File: config.mk
export PLATFORM = sky130hd
export DESIGN_NAME = mdu_iter
export DESIGN_NICKNAME = d
export VERILOG_FILES = /design/src/rtl/mdu_iter.sv
export SDC_FILE = /design/constraint.sdc
export NUM_CORES = 1
export LEC_CHECK = 0
export ABC_AREA = 0
export BUFFER_PORTS_ARGS = -buffer_cell sky130_fd_sc_hd__buf_2
export CAP_MARGIN = 40
export CORE_ASPECT_RATIO = 0.9
export CORE_MARGIN = 3
export CORE_UTILIZATION = 45
export CTS_BUF_LIST = sky130_fd_sc_hd__clkbuf_8 sky130_fd_sc_hd__clkbuf_16
export CTS_CLUSTER_SIZE = 24
export DETAILED_ROUTE_END_ITERATION = 12
export GPL_TIMING_DRIVEN = 0
export HOLD_SLACK_MARGIN = 0.1
export PLACE_DENSITY_LB_ADDON = 0.05
export SYNTH_ARGS = -nofsm -noshare
export SYNTH_HDL_FRONTEND = slang
export SYNTH_SLANG_ARGS = --single-unit
File: constraint.sdc
create_clock -name clk -period 8.8 [get_ports clk]
set_clock_uncertainty 0.2 [all_clocks]
set_input_delay 0.44 -clock clk [delete_from_list [all_inputs] [get_ports clk]]
set_output_delay 0.44 -clock clk [all_outputs]
set_load 0.01 [all_outputs]
File: src/rtl/mdu_iter.sv
// Iterative unsigned multiply/divide for the execute stage: one result bit per cycle,
// stalls the F/D/E registers while running, killed by the E-stage clear (flush).
module mdu_iter #(
  parameter int WIDTH = 32
) (
  input  logic             clk,
  input  logic             reset,
  input  logic             start,
  input  logic [1:0]       op,
  input  logic [WIDTH-1:0] a,
  input  logic [WIDTH-1:0] b,
  input  logic             flush,
  output logic             stall,
  output logic             busy,
  output logic             done,
  output logic [WIDTH-1:0] result
);

  localparam logic [1:0] S_IDLE = 2'd0;
  localparam logic [1:0] S_RUN  = 2'd1;
  localparam logic [1:0] S_DONE = 2'd2;
  localparam int CW = (WIDTH > 2) ? $clog2(WIDTH) : 1;

  logic [1:0]         r_state;
  logic [CW-1:0]      r_count;
  logic [1:0]         r_op;
  logic [WIDTH-1:0]   r_b;
  logic [2*WIDTH-1:0] r_prod;
  logic [WIDTH-1:0]   r_rem;
  logic [WIDTH-1:0]   r_quo;
  logic [WIDTH-1:0]   r_result;

  logic [WIDTH:0]     w_mul_sum;
  logic [2*WIDTH-1:0] w_prod_nxt;
  logic [WIDTH:0]     w_shift;
  logic               w_qbit;
  logic [WIDTH-1:0]   w_rem_nxt;
  logic [WIDTH-1:0]   w_quo_nxt;
  logic [WIDTH-1:0]   w_res;
  logic               w_last;
  logic               w_accept;

  // Shift-add: add b into the upper half when the current multiplier bit is set, then shift right.
  assign w_mul_sum  = {1'b0, r_prod[2*WIDTH-1:WIDTH]} + (r_prod[0] ? {1'b0, r_b} : '0);
  assign w_prod_nxt = {w_mul_sum, r_prod[WIDTH-1:1]};

  // Restoring divide: the true difference is below 2^WIDTH whenever it is kept,
  // so a WIDTH-bit subtract suffices once the WIDTH+1-bit compare has passed.
  assign w_shift   = {r_rem, r_quo[WIDTH-1]};
  assign w_qbit    = (w_shift >= {1'b0, r_b});
  assign w_rem_nxt = w_qbit ? (w_shift[WIDTH-1:0] - r_b) : w_shift[WIDTH-1:0];
  assign w_quo_nxt = {r_quo[WIDTH-2:0], w_qbit};

  always_comb begin
    w_res = w_rem_nxt;
    case (r_op)
      2'b00:   w_res = w_prod_nxt[WIDTH-1:0];
      2'b01:   w_res = w_prod_nxt[2*WIDTH-1:WIDTH];
      2'b10:   w_res = w_quo_nxt;
      default: w_res = w_rem_nxt;
    endcase
  end

  assign w_last   = (r_count == CW'(WIDTH-1));
  assign w_accept = (r_state == S_IDLE) & start & ~flush;

  always_ff @(posedge clk or posedge reset) begin
    if (reset) begin
      r_state  <= S_IDLE;
      r_count  <= '0;
      r_op     <= '0;
      r_b      <= '0;
      r_prod   <= '0;
      r_rem    <= '0;
      r_quo    <= '0;
      r_result <= '0;
    end else begin
      case (r_state)
        S_IDLE: begin
          if (w_accept) begin
            r_op    <= op;
            r_b     <= b;
            r_prod  <= {{WIDTH{1'b0}}, a};
            r_rem   <= '0;
            r_quo   <= a;
            r_count <= '0;
            r_state <= S_RUN;
          end
        end
        S_RUN: begin
          if (flush) begin
            r_state <= S_IDLE;
          end else begin
            r_prod  <= w_prod_nxt;
            r_rem   <= w_rem_nxt;
            r_quo   <= w_quo_nxt;
            r_count <= r_count + 1'b1;
            if (w_last) begin
              r_result <= w_res;
              r_state  <= S_DONE;
            end
          end
        end
        S_DONE:  r_state <= S_IDLE;
        default: r_state <= S_IDLE;
      endcase
    end
  end

  assign stall  = w_accept | (r_state == S_RUN);
  assign busy   = (r_state == S_RUN);
  assign done   = (r_state == S_DONE) & ~flush;
  assign result = r_result;

endmodule
# Yosys cells after proc, flatten, opt, wreduce, memory -nomap -nowiden
# Cells that the tools add are included.
[classes] add_sub_neg=3 magnitude_cmp=1 eq_ne=8 mux=19 bitwise=5 n_reduce_logical=7
[op_table] op="32-bit 2-to-1 mux" count=6
[op_table] op="64-bit 2-to-1 mux" count=2
[op_table] op="32-bit one-hot mux with 2 select lines" count=2
[op_table] op="64-bit one-hot mux with 2 select lines" count=1
[op_table] op="32-bit one-hot mux with 3 select lines" count=1
[op_table] op="32-bit by 32-bit adder with 33-bit output" count=1
[op_table] op="33-bit by 32-bit >= comparator with 1-bit output" count=1
[op_table] op="32-bit subtractor" count=1
[op_table] op="5-bit 2-to-1 mux" count=2
[op_table] op="5-bit one-hot mux with 2 select lines" count=1
[op_table] op="2-bit 2-to-1 mux" count=3
[op_table] op="3-bit AND reduction" count=2
[op_table] op="5-bit by 1-bit adder with 5-bit output (second input constant)" count=1
[op_table] op="5-bit == test (second input constant)" count=1
[op_table] op="2-bit by 1-bit == test with 1-bit output (second input constant)" count=2
[op_table] op="2-bit == test (second input constant)" count=2
[op_table] op="2-bit logical NOT" count=2
[op_table] op="2-bit != test (second input constant)" count=2
[op_table] op="2-bit one-hot mux with 2 select lines" count=1
[op_table] op="2-bit AND reduction" count=2
[op_table] op="1-bit bitwise AND" count=3
[op_table] op="3-bit by 2-bit != test with 1-bit output (second input constant)" count=1
[op_table] op="2-bit nonzero test" count=1
[op_table] op="1-bit inverter" count=1
[op_table] op="1-bit OR" count=1
[totals] register_bits=201 input_bits=70 out_inout_bits=35

# Logic depth before layout (Yosys ltp)
# Gate-level depths: netlist (run 1).
[depth] depth_word=5 depth_mapped=14 mapped_depth_nobuf=13

# Worst setup path after synthesis (run 1)
# OpenSTA, ideal clock, no wires.
[synth_timing] path_type="flip-flop to flip-flop" from="reg r_rem[19]" to="reg r_result[2], in the netlist result[2]" setup_time_ns=0.125 arrival_ns=3.309 t_required_ns=8.475 setup_slack_ns=5.166 path_stages_with_launch=12 n_path_buf=2 period_less_slack_ns=3.634 cell_sequence="dfrtp_1 ha_1 and4_4 and3_1 buf_4 nand4_1 o2111a_4 o21ai_4 buf_6 mux2_4 mux4_2 mux2_4"
[synth_between] elab_chain_cells=3
[synth_lines] item="from (decl)" line_no="29" source="logic [WIDTH-1:0] r_rem;"
[synth_lines] item="from (signal assigned)" line_no="95" source="r_rem <= w_rem_nxt;"
[synth_lines] item="33-bit by 32-bit >= comparator with 1-bit output" line_no="50" source="assign w_qbit = (w_shift >= {1'b0, r_b});"
[synth_lines] item="32-bit 2-to-1 mux" line_no="51" source="assign w_rem_nxt = w_qbit ? (w_shift[WIDTH-1:0] - r_b) : w_shift[WIDTH-1:0];"
[synth_lines] item="32-bit one-hot mux with 3 select lines" line_no="56" source="case (r_op)"
[synth_lines] item="to (signal assigned)" line_no="99" source="r_result <= w_res;"
[synth_lines] item="to (decl)" line_no="31" source="logic [WIDTH-1:0] r_result;"
# Every way passes these cells.
# A chain may end at the register's enable or synchronous reset.

# Worst setup path in the final report (run 1)
[layout_timing] from="reg r_prod[0]" to="reg r_result[22], in the netlist result[22]"
[layout_between] elab_chain_cells=3
[layout_lines] item="from (decl)" line_no="28" source="logic [2*WIDTH-1:0] r_prod;"
[layout_lines] item="from (signal assigned)" line_no="83" source="r_prod <= {{WIDTH{1'b0}}, a};"
[layout_lines] item="from (signal assigned)" line_no="94" source="r_prod <= w_prod_nxt;"
[layout_lines] item="32-bit 2-to-1 mux" line_no="44" source="assign w_mul_sum = {1'b0, r_prod[2*WIDTH-1:WIDTH]} + (r_prod[0] ? {1'b0, r_b} : '0);"
[layout_lines] item="32-bit by 32-bit adder with 33-bit output" line_no="44"
[layout_lines] item="32-bit one-hot mux with 3 select lines" line_no="56"
# Every way passes these cells.

==> results of run 1 <==
## kinds of logic after synthesis
group	Yosys count	synth area share
AOI/OAI and AO/OA	440	0.2460
adders and majority gates	68	0.06838
xor gates and xnor gates	51	0.03528
DFF	201	0.3972
buffers and inverters	128	0.03982
muxes	70	0.07332
and+or+nand+nor	363	0.1400
## through the flow
stage / setup TNS [ns] / hold slack, ns / utilization
finish: 0 / 0.1525 / 0.5612
global route: 0 / 0.1698 / 0.5612
CTS: 0 / 0.1377 / 0.5612
detailed placement: 0 / 0.2807 / 0.5029
global placement: -4.289 / 0.2642 / 0.4988
floorplan: 0 / 0.2563 / -
## state kept, by name, indices dropped and copies added, names as in the netlist
signal	cells
r_b	32
r_count	5
r_op	2
r_prod	64
r_quo	32
r_rem	32
r_state	2
result	32
## worst paths after layout
kind,from,to,slack [ns],depth (start not counted)
max,r_prod[0],result[22],3.99,13
min,a[31],r_prod[31],0.15,4
max reg2reg,r_prod[0],result[22],3.99,13
min reg2reg,result[12],result[12],0.28,2
max in group asynchronous,reset,r_rem[10],7.01,4
min in group asynchronous,reset,r_prod[23],0.35,3
## cell type report
class                   count  area (um^2)  share of cell area
plain buffers              74        301.5             0.01967
clock buffers              30        694.4             0.04530
clock inverters            16        239.0             0.01559
inverters                  54        210.2             0.01371
multi-input cells         992         7128              0.4650
flip-flops and latches    201         5030              0.3281
well taps                 354        442.9             0.02889
repair buffers            178         1284             0.08374
## power groups by stage
stage	Clock (mW)	Sequential (mW)	Combinational [mW]
after floorplan	0	1.23	1.28
after global placement	0	1.29	1.76
after detailed placement	0	1.29	1.78
after CTS	1.19	1.28	1.81
after global routing	1.23	1.31	1.99
final	1.18	1.29	1.83
## critical path, cell delays in order (launching register included)
cell	delay (ns)
dfrtp_1	0.51
clkbuf_1	0.46
nand2_1	0.20
inv_1	0.10
ha_1	0.17
a211oi_1	0.07
o21ai_0	0.50
o21ai_0	0.26
a21oi_1	0.36
nor2_1	0.17
o41ai_1	0.61
xor2_1	0.26
mux4_2	0.53
mux2_2	0.27
## placed cells by master, fill, tap and decap left out, drive strengths merged, types with 10 or more instances in the layout
master and count:
dfrtp 201, nand2 137, buf 125, o21ai 107, clkbuf 91, a21oi 84
and2 67, ha 66, dlygate4sd3 66, nor2 58, inv 57, a221o 55
a22o 40, mux2 34, a21o 28, xor2 27, nor3 26, xnor2 24
mux2i 23, and3 16, nand3 14, a31oi 14, mux4 13, a211oi 12
nand4 11, o21a 11, o211ai 10
## metal layers
| metal | vias to the layer above | global-route usage | wire, um |
|---|---|---|---|
| met4 | 0 | 0.1158 | 1951 |
| met2 | 488 | 0.4554 | 19500 |
| met1 | 5685 | 0.4238 | 20280 |
| li1 | 5326 | - | - |
| met3 | 93 | 0.04490 | 3395 |
| met5 | - | 0 | 0 |
==> metrics.md, run 1 <==
| Metric | Value |
|---|---|
| Fin area | `15330 um^2` |
| H-Tree Depth | `1` |
| TritonCTS Buffers | `25` |
| Tmin final | `4.808 ns` |
| Vias | `11590` |
| Postcts setup bufs | `0` |
| Max Freq | `208.0 MHz` |
| Die footprint | `30190 um^2` |
| Post-synth cell types | `82` |
| Row count | `57` |
| First-pass DRT Iterations | `6` |
| Final setup violation count | `0` |
| Kind of critical path | `flip-flop to flip-flop` |
| First-pass GRT wire length | `68030 um` |
| Setup WS pre-CTS | `4.195 ns` |
| Critical Path AT | `5.02 ns` |
| Syn avg cell area | `9.585 um^2` |
| Drt wl/cell | `23.76 um` |
| Ranking of synthesized cells by area | `dfrtp_1 (40%), ha_1 (6.5%), a221o_1 (4.3%), o21ai_0 (4.1%), nand2_1 (4.1%)` |
| Power, Total | `4.292 mW` |
| Worst Path Required | `9.01 ns` |
| Clock Latency Late Sink | `0.54 ns` |
| Global-route usage over all layers | `0.2962` |
| Vias per inst | `6.104` |
| Fin crit share | `0.5463` |
| Die W | `182.8 um` |
| Yosys top cell area share | `0.3972` |
| Yosys reg bits | `201` |
| P per Cell Area | `280.0 nW/um^2` |
| CP max FO | `10` |
| Synth area leader | `dfrtp_1` |
| Worst relative slew slack | `0.4039` |
| Nets | `1664` |
| Sequential share of power | `0.300` |
| Area of the core | `27310 um^2` |
| TritonCTS clock tree | `yes` |
| Post_cts resized | `0` |
| Vias in the first global route | `11170` |
| Sequential-to-total area share from yosys stat | `0.3972` |
| Synthesized cell area | `12660 um^2` |
| Comb pwr share | `0.426` |
| Main synth FF type | `dfrtp_1` |
| Io pins | `105` |
| CTS clk-pin slew, worst paths | `0.06 ns` |
| Status | `finished clean` |
| Final Wtd Congestion | `0.9660` |
| Placed cell area | `13740 um^2` |
| Inst Count DP | `1787` |
| HP Class | `input port to flip-flop` |
| Final Hold Violating Endpoints | `0` |
| Die span in y | `165.1 um` |
| CP Capture Type | `flip-flop` |
| # hold bufs at CTS | `66` |
| Leak Pwr | `7.317 nW` |
| Remaining DRCs | `0` |
| Clk root buf | `clkbuf_16` |
| Switch share | `0.3949` |
| Slew @ Worst Pin | `0.8941 ns` |
| Syn. warnings | `0` |
| Most common cell in the netlist | `dfrtp_1` |
| Detailed Route Iter0 Violations | `1205` |
| Clock power share | `0.275` |
| Max Cap Viol | `0` |
| Mapped Nets | `1459` |
| Startpoint Class | `flip-flop` |
| Filler Cells Inserted | `2489` |
| Top cells by count, synth | `dfrtp_1 (201), nand2_1 (137), o21ai_0 (104)` |
| Internal | `2.597 mW` |
| Post-Syn Instances | `1321` |
| GRT overflow | `0` |
| Peak supply drop | `158.2 uV` |
| Clock net sink count | `201` |
| RSZ-0062 raised after global routing | `no` |
| CTS Buffer Depth | `3` |
| Non-Filler Instances | `1899` |
| Max Slew Vio Count | `0` |
| # port buffers | `104` |
| Post-synth EDFFs | `0` |
| Post-route setup slack | `3.992 ns` |
| Routed WL | `45120 um` |
| Antenna violations before repair | `0` |
| Antenna cells | `0` |
| FFs w/ async S/R, synth | `1.000` |
| Detail Route Antenna Nets | `0` |
| Pin count of the biggest net entering global routing | `114` |
| DP Wirelength | `33850 um` |
| Starting Density | `0.4636` |
| Synthesis-to-layout area growth | `21.07%` |
| Layout cells sized above 1 | `0.1437` |
| Net Switching | `1.695 mW` |
Note: power is estimated with default switching activity, not from simulation.
==> run 2: changes to the inputs <==
==> constraint.sdc (replaced) <==
create_clock -name clk -period 4.6 [get_ports clk]
set_clock_uncertainty 0.2 [all_clocks]
set_input_delay 0.23 -clock clk [delete_from_list [all_inputs] [get_ports clk]]
set_output_delay 0.23 -clock clk [all_outputs]
set_load 0.01 [all_outputs]
==> run 2 against run 1 <==
Clock-buffer cell count decreased by 2. Core utilization increased by 0.20 points. Register-to-register slack got worse by 3.8 ns. Routed wire length decreased by 0.30%. Largest cell class unchanged. Largest power group unchanged.
==> metrics.md, run 2 (synthesis gave the netlist of run 1 again) <==
| Metric | Value |
|---|---|
| Drt wl/cell | `23.63 um` |
| Reg2Reg Setup Slack | `0.21 ns` |
| Detail Route Antenna Nets | `0` |
| Fin area | `15380 um^2` |
| Row count | `57` |
| Filler Cells Inserted | `2477` |
| # port buffers | `104` |
| First-pass DRT Iterations | `5` |
| Max Cap Viol | `0` |
| Pin count of the biggest net entering global routing | `36` |
| Die footprint | `30190 um^2` |
| Critical Path AT | `4.60 ns` |
| Commonest cells after routing, fill and taps aside | `dfrtp_1 (201), nand2_1 (137), buf_2 (105)` |
| Routed WL | `44990 um` |
| Worst Reg-to-Reg Cells | `11` |
| Synthesis-to-layout area growth | `21.50%` |
| CTS clk-pin slew, worst paths | `0.06 ns` |
| Postcts setup bufs | `0` |
| RR Endpoint | `result[13]` |
| Max Freq | `227.9 MHz` |
| Antenna cells | `0` |
| Worst Path Required | `4.81 ns` |
| Area of the core | `27310 um^2` |
| Delay-heaviest family, CP | `compound AO/OA/AOI/OAI gates` |
| Worst relative slew slack | `0.3781` |
| CTS Buffer Depth | `3` |
| CP max FO | `10` |
| HP Class | `input port to asynchronous set/reset pin` |
| Tmin final | `4.388 ns` |
| Status | `finished clean` |
| Final Hold Violating Endpoints | `0` |
| First-pass GRT wire length | `68090 um` |
| Peak supply drop | `334.3 uV` |
| P per Cell Area | `523.6 nW/um^2` |
| Post-route setup slack | `0.2125 ns` |
| Vias per inst | `6.032` |
| Kind of critical path | `flip-flop to flip-flop` |
| CP startpoint | `r_rem[7]` |
| Largest Register | `r_prod` |
| Critical path, cell by cell | `ha_1, clkbuf_1, nand3_1, o22ai_1, nor2_2, o2111a_4, o21ai_4, buf_6, mux2_4, mux4_2, mux2_4` |
| DP Wirelength | `34010 um` |
| CP Capture Type | `flip-flop` |
| Most Frequent Cell on Critical Path | `mux2_4` |
| Clk root buf | `clkbuf_16` |
| TritonCTS clock tree | `yes` |
| Vias | `11480` |
| Starting Density | `0.4636` |
| TritonCTS Buffers | `24` |
| Critical path's largest stage delay | `0.49 ns` |
| Detailed Route Iter0 Violations | `997` |
| GRT overflow | `0` |
| Remaining DRCs | `0` |
| Slew @ Worst Pin | `0.9250 ns` |
| Max Slew Vio Count | `0` |
| Max reg flops | `64` |
| Final Util | `0.5632` |
| Final Wtd Congestion | `0.9575` |
| Antenna violations before repair | `0` |
| RSZ-0062 raised after global routing | `yes` |
| Buf/Inv on CP | `2` |
| Setup WS pre-CTS | `0.1339 ns` |
| Worst flop-to-flop path startpoint | `r_rem[7]` |
| Nets | `1670` |
| Crit. path cell count | `11` |
| Io pins | `105` |
| CP endpoint | `result[13]` |
| Global-route usage over all layers | `0.2951` |
| Fin crit share | `0.9538` |
| Vias in the first global route | `11070` |
| Slowest CP cell | `mux4_2` |
| Placed cell area | `13820 um^2` |
| Most common cell after layout, fill and taps aside | `dfrtp_1` |
| Startpoint Class | `flip-flop` |
| Clock net sink count | `201` |
| Die span in y | `165.1 um` |
| Power, Total | `8.055 mW` |
| Leak Pwr | `7.333 nW` |
| Final setup violation count | `0` |
| H-Tree Depth | `1` |
| Die W | `182.8 um` |
| Clock Latency Late Sink | `0.53 ns` |
| Layout cells sized above 1 | `0.1471` |
run 2: metrics by stage:
stage | std cells | hold WS (ns) | setup TNS (ns)
final | 1904 | 0.1806 | 0
after detailed placement | 1791 | 0.1954 | 0
after CTS | 1904 | 0.1884 | 0
after global placement | 1779 | 0.2303 | 0
after floorplan | 1321 | 0.1354 | 0
after global routing | 1904 | 0.2412 | -0.02990
run 2: tightest hold or removal path, stage by stage:
cell and delay, ns:
dlygate4sd3_1 0.53, buf_2 0.13, clkinvlp_4 0.49
run 2: repair_timing:
item                                   CTS  global route
setup endpoints to repair                0             8
gates resized for setup                  0             7
endpoints found under the hold margin  170             0
hold buffers                            69             0
run 2: worst min-delay path by stage:
stage	startpoint	to	slack [ns]	cells past startpoint
after detailed placement	reset	r_rem[25]	0.20	2
after CTS	reset	r_rem[25]	0.19	3
final	reset	r_rem[25]	0.18	3
after global routing	reset	r_rem[25]	0.24	3
after floorplan	b[0]	r_b[0]	0.14	2
after global placement	b[23]	r_b[23]	0.23	3
run 2: power breakdown:
group          leakage [nW]  internal [mW]  total [mW]  switching, mW
clock                 0.430           1.26        2.08          0.820
combinational          4.28           1.43        3.51           2.09
sequential             2.63           2.14        2.46          0.321
total                  7.33           4.83        8.06           3.23
run 2: layout make-up:
| type | instances | area (um^2) | share of cell area |
|---|---|---|---|
| Multi-Input combinational cell | 992 | 7147 | 0.4645 |
| Sequential cell | 201 | 5030 | 0.3269 |
| Timing Repair Buffer | 185 | 1399 | 0.09092 |
| Clock buffer | 28 | 666.9 | 0.04335 |
| Tap cell | 354 | 442.9 | 0.02879 |
| Buffer | 74 | 304.0 | 0.01976 |
| Inverter | 54 | 206.4 | 0.01342 |
| Clock inverter | 16 | 188.9 | 0.01228 |
run 2: metal layers:
| layer | vias to the layer above | track usage | part of all wire |
|---|---|---|---|
| li1 | 5338 | - | - |
| met1 | 5652 | 0.4312 | 0.46 |
| met3 | 76 | 0.03898 | 0.067 |
| met2 | 418 | 0.4581 | 0.44 |
| met4 | 0 | 0.09413 | 0.036 |
| met5 | - | 0 | 0 |
==> run 3: changes to the inputs <==
--- a/config.mk
+++ b/config.mk
@@ -16,7 +16,7 @@
 export DETAILED_ROUTE_END_ITERATION = 12
 export GPL_TIMING_DRIVEN = 0
 export HOLD_SLACK_MARGIN = 0.1
-export PLACE_DENSITY_LB_ADDON = 0.05
+export PLACE_DENSITY = 0.74
 export SYNTH_ARGS = -nofsm -noshare
 export SYNTH_HDL_FRONTEND = slang
 export SYNTH_SLANG_ARGS = --single-unit
==> run 3 against run 2 <==
Die area is the same. First-iteration DRC count rose by 31%. Critical path depth is the same. Global-route usage fell by 0.78 points. Final area down 0.32%. Clock-buffer cell count shrank 2. Power fell by 0.29%.
==> metrics.md, run 3 (synthesis gave the netlist of run 1 again) <==
| Metric | Value |
|---|---|
| Routed WL | `43620 um` |
| # port buffers | `104` |
| GRT overflow | `0` |
| Storage cell area | `5030 um^2` |
| Post-route setup slack | `0.2371 ns` |
| Hold WS | `0.1564 ns` |
| Kind of critical path | `flip-flop to flip-flop` |
| Synthesis-to-layout area growth | `21.12%` |
| CP max FO | `10` |
| Tmin final | `4.363 ns` |
| Vias | `11760` |
| Global-route usage over all layers | `0.2873` |
| Postcts setup bufs | `0` |
| Antenna cells | `0` |
| Setup WS pre-CTS | `0.2492 ns` |
| Commonest cells after routing, fill and taps aside | `dfrtp_1 (201), nand2_1 (137), buf_2 (105)` |
| RR Endpoint | `result[13]` |
| First-pass GRT wire length | `66810 um` |
| Area of the core | `27310 um^2` |
| Worst relative slew slack | `0.3565` |
| Final Wtd Congestion | `0.9810` |
| Most common cell after layout, fill and taps aside | `dfrtp_1` |
| Max Cap Viol | `0` |
| Clock net sink count | `201` |
| P per Cell Area | `523.7 nW/um^2` |
| Pin count of the biggest net entering global routing | `37` |
| Remaining DRCs | `0` |
| Worst flop-to-flop path startpoint | `r_b[12]` |
| Fin crit share | `0.9485` |
| Vias per inst | `6.187` |
| Final Hold Violating Endpoints | `0` |
| Worst Reg-to-Reg Cells | `11` |
| Reg2Reg Setup Slack | `0.24 ns` |
| Starting Density | `0.4636` |
| Peak supply drop | `272.7 uV` |
| CTS Buffer Depth | `3` |
| Detailed Route Iter0 Violations | `1302` |
| Layout cells sized above 1 | `0.1423` |
| TritonCTS clock tree | `yes` |
| Filler Cells Inserted | `2408` |
| Max reg flops | `64` |
| Max Freq | `229.2 MHz` |
| Io pins | `105` |
| Row count | `57` |
| RSZ-0062 raised after global routing | `no` |
| Area occupied by multi-input gates | `7136 um^2` |
| Vias in the first global route | `11350` |
| Max Slew Vio Count | `0` |
| Detail Route Antenna Nets | `0` |
| Clk root buf | `clkbuf_16` |
| Final setup violation count | `0` |
| DP Wirelength | `32680 um` |
| CP Capture Type | `flip-flop` |
| Critical Path AT | `4.58 ns` |
| Slew @ Worst Pin | `0.9653 ns` |
| First-pass DRT Iterations | `5` |
| CTS clk-pin slew, worst paths | `0.06 ns` |
| Largest Register | `r_prod` |
| TritonCTS Buffers | `23` |
| Die span in y | `165.1 um` |
| Worst Path Required | `4.81 ns` |
| Status | `finished clean` |
| Antenna violations before repair | `2` |
| HP Class | `input port to asynchronous set/reset pin` |
| Leak Pwr | `7.319 nW` |
| Drt wl/cell | `22.96 um` |
| Startpoint Class | `flip-flop` |
| H-Tree Depth | `1` |
| Clock Latency Late Sink | `0.53 ns` |
| Die W | `182.8 um` |
| Die footprint | `30190 um^2` |
| Post-route setup TNS | `0 ns` |
| Nets | `1667` |
==> run 3: layout make-up <==
class                           instances  area share
Inverter                               54     0.01346
Multi-Input combinational cell        992      0.4653
Clock inverter                         16     0.01428
Timing Repair Buffer                  183     0.09023
Clock buffer                           26     0.04022
Buffer                                 74     0.01966
Tap cell                              354     0.02888
Sequential cell                       201      0.3280
==> run 3: power by group <==
group,total (mW),switching (mW),internal [mW]
combinational,3.51,2.09,1.42
clock,2.04,0.790,1.25
sequential,2.48,0.343,2.14
total,8.03,3.22,4.81
==> run 3: timing repair <==
item,4_1_cts,5_1_grt
endpoints found under the hold margin,200,0
hold buffers,69,0
gates resized for setup,0,2
endpoints found under the setup margin,0,1
==> run 3: critical path, cell delays in order (launching register included) <==
cell and delay, ns:
dfrtp_1 0.39, inv_1 0.08, ha_1 0.39, nand3_1 0.13, nor3_1 0.56, nand4_1 0.33
o2111a_4 0.38, o21ai_4 0.41, buf_6 0.26, mux2_4 0.36, mux4_2 0.48, mux2_4 0.27
==> run 3: how the worst max path moves through the flow <==
stage | slack [ns] | start | endpoint
after floorplan | 0.97 | r_rem[19] | result[2]
after global placement | 0.23 | r_prod[0] | result[22]
after detailed placement | 0.25 | r_prod[0] | result[22]
after CTS | 0.22 | r_prod[0] | result[22]
after global routing | 0.08 | r_b[13] | result[2]
final | 0.24 | r_b[12] | result[13]
==> run 3: metal layers <==
| layer | vias up | part of all wire | GRT usage |
|---|---|---|---|
| met5 | - | 0.00064 | 0 |
| met4 | 4 | 0.026 | 0.07764 |
| met3 | 77 | 0.099 | 0.06001 |
| met2 | 590 | 0.43 | 0.4345 |
| met1 | 5753 | 0.44 | 0.4213 |
| li1 | 5332 | - | - |
==> run 3: stage by stage <==
step / utilization / std cells / power, mW / area (um^2)
3_5_place_dp: 0.5049 / 1788 / 5.851 / 13790
6_report: 0.5614 / 1900 / 8.032 / 15340
3_3_place_gp: 0.4990 / 1779 / 5.773 / 13630
4_1_cts: 0.5608 / 1899 / 7.951 / 15320
2_1_floorplan: - / 1321 / 4.814 / 12670
5_1_grt: 0.5614 / 1900 / 8.451 / 15340
